--- src/rtl/mem_arbiter_pkg.sv ---
// rtl/mem_arbiter_pkg.sv - shared core types for the fetch/data memory arbiter
package mem_arbiter_pkg;

    localparam int XLEN = 32;

    typedef enum logic {
        PRIO_D = 1'b0,
        PRIO_I = 1'b1
    } prio_e;

    typedef enum logic [1:0] {
        OWN_NONE  = 2'd0,
        OWN_FETCH = 2'd1,
        OWN_DATA  = 2'd2
    } owner_e;

endpackage

--- src/rtl/mem_arbiter.sv ---
// rtl/mem_arbiter.sv - single-port memory arbiter between fetch and data requesters
// Data wins ties until fetch has waited STARVE_MAX data grants, then fetch gets one turn.
module mem_arbiter #(
    parameter int XLEN       = mem_arbiter_pkg::XLEN,
    parameter int STARVE_MAX = 4
) (
    input  logic            clk,
    input  logic            rst,
    input  logic            i_req,
    input  logic [XLEN-1:0] i_addr,
    output logic            i_gnt,
    output logic            i_rvalid,
    output logic [XLEN-1:0] i_rdata,
    input  logic            d_req,
    input  logic [XLEN-1:0] d_addr,
    input  logic            d_wen,
    input  logic [XLEN-1:0] d_wdata,
    output logic            d_gnt,
    output logic            d_rvalid,
    output logic [XLEN-1:0] d_rdata,
    output logic            m_en,
    output logic [XLEN-1:0] m_addr,
    output logic            m_wen,
    output logic [XLEN-1:0] m_wdata,
    input  logic [XLEN-1:0] m_rdata
);
    import mem_arbiter_pkg::*;

    localparam int CW = $clog2(STARVE_MAX + 1);

    prio_e          prio_q, prio_d;
    logic [CW-1:0]  cnt_q, cnt_d;
    logic [CW-1:0]  cnt_inc;
    owner_e         own_q, own_d;
    logic           grant_i, grant_d;

    always_ff @(posedge clk) begin
        if (rst) begin
            prio_q <= PRIO_D;
            cnt_q  <= '0;
            own_q  <= OWN_NONE;
        end else begin
            prio_q <= prio_d;
            cnt_q  <= cnt_d;
            own_q  <= own_d;
        end
    end

    // Saturate so the counter can never wrap past the threshold.
    assign cnt_inc = (cnt_q == CW'(STARVE_MAX)) ? cnt_q : cnt_q + CW'(1);

    always_comb begin
        prio_d = prio_q;
        cnt_d  = cnt_q;
        if (grant_i || !i_req) begin
            cnt_d = '0;
        end else if (grant_d) begin
            cnt_d = cnt_inc;
        end
        case (prio_q)
            PRIO_D: if (grant_d && i_req && cnt_inc == CW'(STARVE_MAX)) prio_d = PRIO_I;
            PRIO_I: if (grant_i) prio_d = PRIO_D;
            default: prio_d = PRIO_D;
        endcase
        if (grant_i) begin
            own_d = OWN_FETCH;
        end else if (grant_d) begin
            own_d = OWN_DATA;
        end else begin
            own_d = OWN_NONE;
        end
    end

    always_comb begin
        grant_i = 1'b0;
        grant_d = 1'b0;
        if (!rst) begin
            if (i_req && d_req) begin
                grant_i = (prio_q == PRIO_I);
                grant_d = (prio_q == PRIO_D);
            end else begin
                grant_i = i_req;
                grant_d = d_req;
            end
        end
    end

    assign i_gnt   = grant_i;
    assign d_gnt   = grant_d;
    assign m_en    = grant_i | grant_d;
    assign m_addr  = grant_i ? i_addr : (grant_d ? d_addr : '0);
    assign m_wen   = grant_d & d_wen;
    assign m_wdata = grant_d ? d_wdata : '0;

    // A response owed from before reset is dropped while rst is high.
    assign i_rvalid = (own_q == OWN_FETCH) && !rst;
    assign d_rvalid = (own_q == OWN_DATA) && !rst;
    assign i_rdata  = i_rvalid ? m_rdata : '0;
    assign d_rdata  = d_rvalid ? m_rdata : '0;

endmodule

--- config.mk ---
export PLATFORM = sky130hd
export DESIGN_NAME = mem_arbiter
export DESIGN_NICKNAME = d
export VERILOG_FILES = /design/src/rtl/mem_arbiter_pkg.sv /design/src/rtl/mem_arbiter.sv
export SDC_FILE = /design/constraint.sdc
export NUM_CORES = 1
export LEC_CHECK = 0
export ABC_AREA = 1
export BUFFER_PORTS_ARGS = -buffer_cell sky130_fd_sc_hd__buf_2
export CAP_MARGIN = 20
export CORE_AREA = 2 2 103 105
export DETAILED_ROUTE_END_ITERATION = 10
export DIE_AREA = 0 0 105 107
export PLACE_DENSITY = 0.53
export SYNTH_ARGS = -nofsm -noshare
export SYNTH_HDL_FRONTEND = slang
export SYNTH_SLANG_ARGS = --single-unit
export TNS_END_PERCENT = 10
--- constraint.sdc ---
create_clock -name clk -period 1.1 [get_ports clk]
set_input_delay 0.22 -clock clk [delete_from_list [all_inputs] [get_ports clk]]
set_output_delay 0.22 -clock clk [all_outputs]
set_load 0.1 [all_outputs]
* Word level (Yosys, flattened, before mapping)
Index checks and enable logic that the tools add are counted.
** Storage, ports and cells
- Register bits :: 6
- Input port bits :: 133
- Output and inout bits :: 134
- Word-level logic and storage cells :: 37
** Cells by class
- Add/subtract/negate cells :: 1
- Equal/unequal tests :: 4
- Multiplexer cells :: 15
- Bitwise gates (word level) :: 3
- Reductions and logical operators :: 10
** Operators by type and width (count)
- two-way mux 32 bit :: 5
- two-way mux 1 bit :: 7
- == test 3 bit (second input constant) :: 2
- logical AND 1 bit :: 5
- OR reduction 2 bit :: 2
- adder 3 x 1 -> 3 bit (second input constant) :: 1
- two-way mux 3 bit :: 1
- == test 2 x 1 -> 1 bit (second input constant) :: 1
- == test 2 bit (second input constant) :: 1
- logical NOT 1 bit :: 2
- two-way mux 2 bit :: 1
- one-hot mux 1 bit (2 select lines) :: 1
- AND 1 bit :: 1
- logical OR 1 bit :: 1
- NOT 1 bit :: 1
- bitwise OR 1 bit :: 1

* Longest topological paths before layout
- Depth in word-level cells :: 7
- Gate-level depth with buffers :: 7
- Depth with buffers taken out :: 7

* Least setup slack after synthesis
OpenSTA, ideal clock, no wires.
- Path type :: register to output
- Start point :: register own_q[0]
- End point :: output port d_rdata[0]
- Data arrival time :: 3.176 ns
- Required time :: 0.880 ns
- Setup slack :: -2.296 ns
- Stages on the path, launching flop included :: 5
- Buffers on the path :: 1
- Path through :: dfxtp_1 > nor3_2 > inv_2 > buf_2 > nor2_1
** Between the ends
- Cells in the longest elaborated chain, start to end :: 3
** Ends and longest elaborated chain
- start: declaration :: RTL line mem_arbiter.sv:34 : owner_e own_q, own_d;
- start signal: assignment :: RTL line mem_arbiter.sv:45 : own_q <= own_d;
- == test 2 bit :: RTL line mem_arbiter.sv:97 : assign d_rvalid = (own_q == OWN_DATA) && !rst;
- logical AND 1 bit :: RTL line mem_arbiter.sv:97
- named net d_rvalid :: RTL line mem_arbiter.sv:19 : output logic d_rvalid,
- two-way mux 32 bit :: RTL line mem_arbiter.sv:99 : assign d_rdata = d_rvalid ? m_rdata : '0;
- end: declaration :: RTL line mem_arbiter.sv:20 : output logic [XLEN-1:0] d_rdata,
The timed path passes the listed nets, and every way through them passes these cells.

* Worst setup path after layout
- Start point :: register prio_q
- End point :: output port m_addr[7]
** Between the ends
- Cells in the longest elaborated chain, start to end :: 5
- Elaborated cells between the ends (all ways) :: 7
- Those cells by class :: 6 x mux; 1 x bitwise
** Ends and longest elaborated chain
- start: declaration :: RTL line mem_arbiter.sv:31 : prio_e prio_q, prio_d;
- start signal: assignment :: RTL line mem_arbiter.sv:43 : prio_q <= prio_d;
- NOT 1 bit
- two-way mux 1 bit :: RTL line mem_arbiter.sv:78 : if (i_req && d_req) begin
- two-way mux 1 bit :: RTL line mem_arbiter.sv:77 : if (!rst) begin
- two-way mux 32 bit :: RTL line mem_arbiter.sv:91 : assign m_addr = grant_i ? i_addr : (grant_d ? d_addr : '0);
- two-way mux 32 bit (*) :: RTL line mem_arbiter.sv:91
- end: declaration :: RTL line mem_arbiter.sv:22 : output logic [XLEN-1:0] m_addr,
Every way passes the cells marked *; elsewhere a longest branch is shown, timed or not.

==> reports/results.ini <==
[run_status]
status=finished with violations
violations=setup timing

[power]
p_leak_uw=0.002785
pwr-share-clk=0.095
intPower_uw=1454
p_comb_frac=0.837
power.switching_uw=1943
powerDensity_nw_per_um2=603.6
swShare=0.5719
ir_drop_uv=539.1
sequentialPowerShare=0.067

[logic_synthesis]
async_flop_share=0
synth.area.top_cells=nand2_1, nor2_1, inv_1
synthDistinctLibCells=16
syn_avg_cell_area_um2=4.336
synth_largest_area_cell=nand2_1
yosysSeqAreaShare=0.08656
yosysMostFrequentCell=nand2_1
syn-cell-area_um2=1388
synthFlopType=dfxtp_1
synth_seq_cells=6
ys_top_cells_by_count=nand2_1, nor2_1, inv_1, buf_2
yosysTopAreaCellShare=0.2813
synth_cells=320
synth_edf_count=0
syn_nets=455
ys_warn_count=0

[placed_design]
place_hpwl_um=7415
place_congestion=0.7749
post-place-ws_ns=-0.3515
port_buffers=266
placed_cell_area_um2=5246

[finish]
areaGrowthSynthToFinish_pct=305.5
nNetsFinal=731
drive_above_1_share=0.7391
antenna-diode-count=0
final_area_um2=5627
fillers=913

[clocking]
htree_levels=1
clock_sinks=6
clk_pin_slew_ns=0.03
cts_made_buffers=3
post_cts_buffers=0
cts_tree=done
clk_latency_ns=0.22
cts.path.max_buffers=2
root_buffer=clkbuf_8

[worst_setup_path]
critPathKind=flip-flop to output pin
cp-start-kind=flip-flop
critPathRequiredTime_ns=0.88
cpPeakStageDelay_ns=0.32
crit_buf_inv=3
crit_family=buffers and inverters
arrival_ns=1.35
rrSetupSlack_ns=0.02
crit_path_max_fanout=18
cp_common_cell=nand2_1
critical_path.cell_chain=nand2_1 > nand3_2 > inv_4 > clkbuf_16 > nand2_1 > nand2_2 > buf_12
crit_path_end_kind=output pin
cp_slowest_cell=dfxtp_2

[drt]
ant_nets=0
routed_wl_um=8615
drt-pass1-iter-count=4
drc_errors=0
dr_total_vias=2857
viasPerCell=3.914
drtIter0Drc=54
wl_per_cell_um=11.80

[grt]
met1_usage=0.1481
antenna_found_initial=0
gr-usage-all-layers=0.1407
met2_usage=0.2885
grt_first_pass_wirelength_um=13140
overflow=0
globalRouteMet3Util=0.03526
grt_max_degree=37
grt_pass1_vias=2830
busiest_layer=met2

[die]
die_w_um=105
core_area_um2=10090
dieArea_um2=11240
initial_core_util=0.1375
rows=37
die_h_um=107
ios=267

[timing]
fmax_mhz=637.1
worstMarginPinSlew_ns=0.2878
setup_viol=134
rsz0062_at_grt=true
finalHoldViolCount=0
period_minus_slack_ns=1.570
timing.final.crit_share=1.427
maxSlewViolCount=0
fin_skew_ns=0.0002529
setup_slack_ns=-0.4697
slew_headroom=0.8081

[worst_hold_path]
hp-class=input port to flip-flop

[flow_run]
max_cap_violations=0

==> per-stage QoR <==
step | setup TNS, ns | hold WS (ns) | power, µW | util | instances
after floorplan | -127.90 | 0.2891 | 1844 | - | 320
after global placement | -38.10 | 0.4689 | 2956 | 0.5198 | 725
after detailed placement | -39.14 | 0.4769 | 2979 | 0.5198 | 725
after CTS | -55.99 | 0.3024 | 3398 | 0.5498 | 728
after global routing | -64.81 | 0.3195 | 3534 | 0.5575 | 730
final | -55.46 | 0.3009 | 3397 | 0.5575 | 730
==> repair_timing <==
| action | CTS | global route |
|---|---|---|
| gates cloned | 0 | 2 |
| setup endpoints to repair | 134 | 136 |
| hold endpoints to repair | 0 | 0 |
| pin swaps | 1 | 10 |
| gates resized for setup | 105 | 9 |
| hold buffers | 0 | 0 |
==> path summary, 6_finish.rpt <==
check | start | end | cells after the start
setup reg to reg | prio_q$_SDFF_PP0_ | prio_q$_SDFF_PP0_ | 6
hold / removal | i_req | cnt_q[2]$_SDFFE_PP0N_ | 3
setup / recovery | prio_q$_SDFF_PP0_ | m_addr[7] | 7
hold reg to reg | prio_q$_SDFF_PP0_ | prio_q$_SDFF_PP0_ | 2
==> flip-flops by register name, indices dropped and copies added (netlist names) <==
register,count
cnt_q,3
prio_q,1
own_q,2
==> power groups by stage <==
stage	registers [µW]	logic (µW)	clock network [µW]
floorplan	230	1610	0
global placement	231	2730	0
detailed placement	231	2750	0
CTS	228	2830	334
global route	229	2940	360
finish	229	2840	324
==> kinds of logic (layout without fill, tap and decap cells) <==
| group | after synthesis | in the layout | share of synthesized area |
|---|---|---|---|
| simple gates | 215 | 215 | 0.6078 |
| fa+ha+maj | 2 | 2 | 0.01803 |
| flops | 6 | 6 | 0.08657 |
| buf+inv | 95 | 369 | 0.2804 |
| compound gates | 2 | 2 | 0.007214 |
==> layout make-up <==
cell class                      instances  area [µm²]  share of cell area
Multi-Input combinational cell        219        1400              0.2488
Clock buffer                            3       41.29            0.007338
Timing Repair Buffer                  286        3586              0.6373
Sequential cell                         6       123.9             0.02201
Inverter                               80       305.3             0.05426
Tap cell                              136       170.2             0.03024
==> layer usage <==
metal	vias to the layer above	wire length, µm
met5	-	0
met4	0	61
met3	4	778
met2	165	4738
met1	1254	3037
li1	1434	-
==> worst min-delay path, delay by kind of cell <==
| family | cells | cell delay (ns) |
|---|---|---|
| buffers and inverters | 2 | 0.17 |
| AND/OR/NAND/NOR | 1 | 0.08 |
==> cells in the final DEF, fill, tap and decap left out, types with 2 or more instances in the layout <==
cell and instances:
nor2_4 33, buf_6 2, buf_12 138, nand2_2 35, dfxtp_2 3, nand3_2 3, inv_4 2, inv_1 73
nor2_2 64, a21oi_2 2, nand2_1 69, clkbuf_16 2, inv_2 5, buf_2 132, nor2_1 3, nor3_4 2
clkbuf_8 3, buf_4 12, dfxtp_1 3, nand3_1 4
Power figures use the tool's default switching activity.
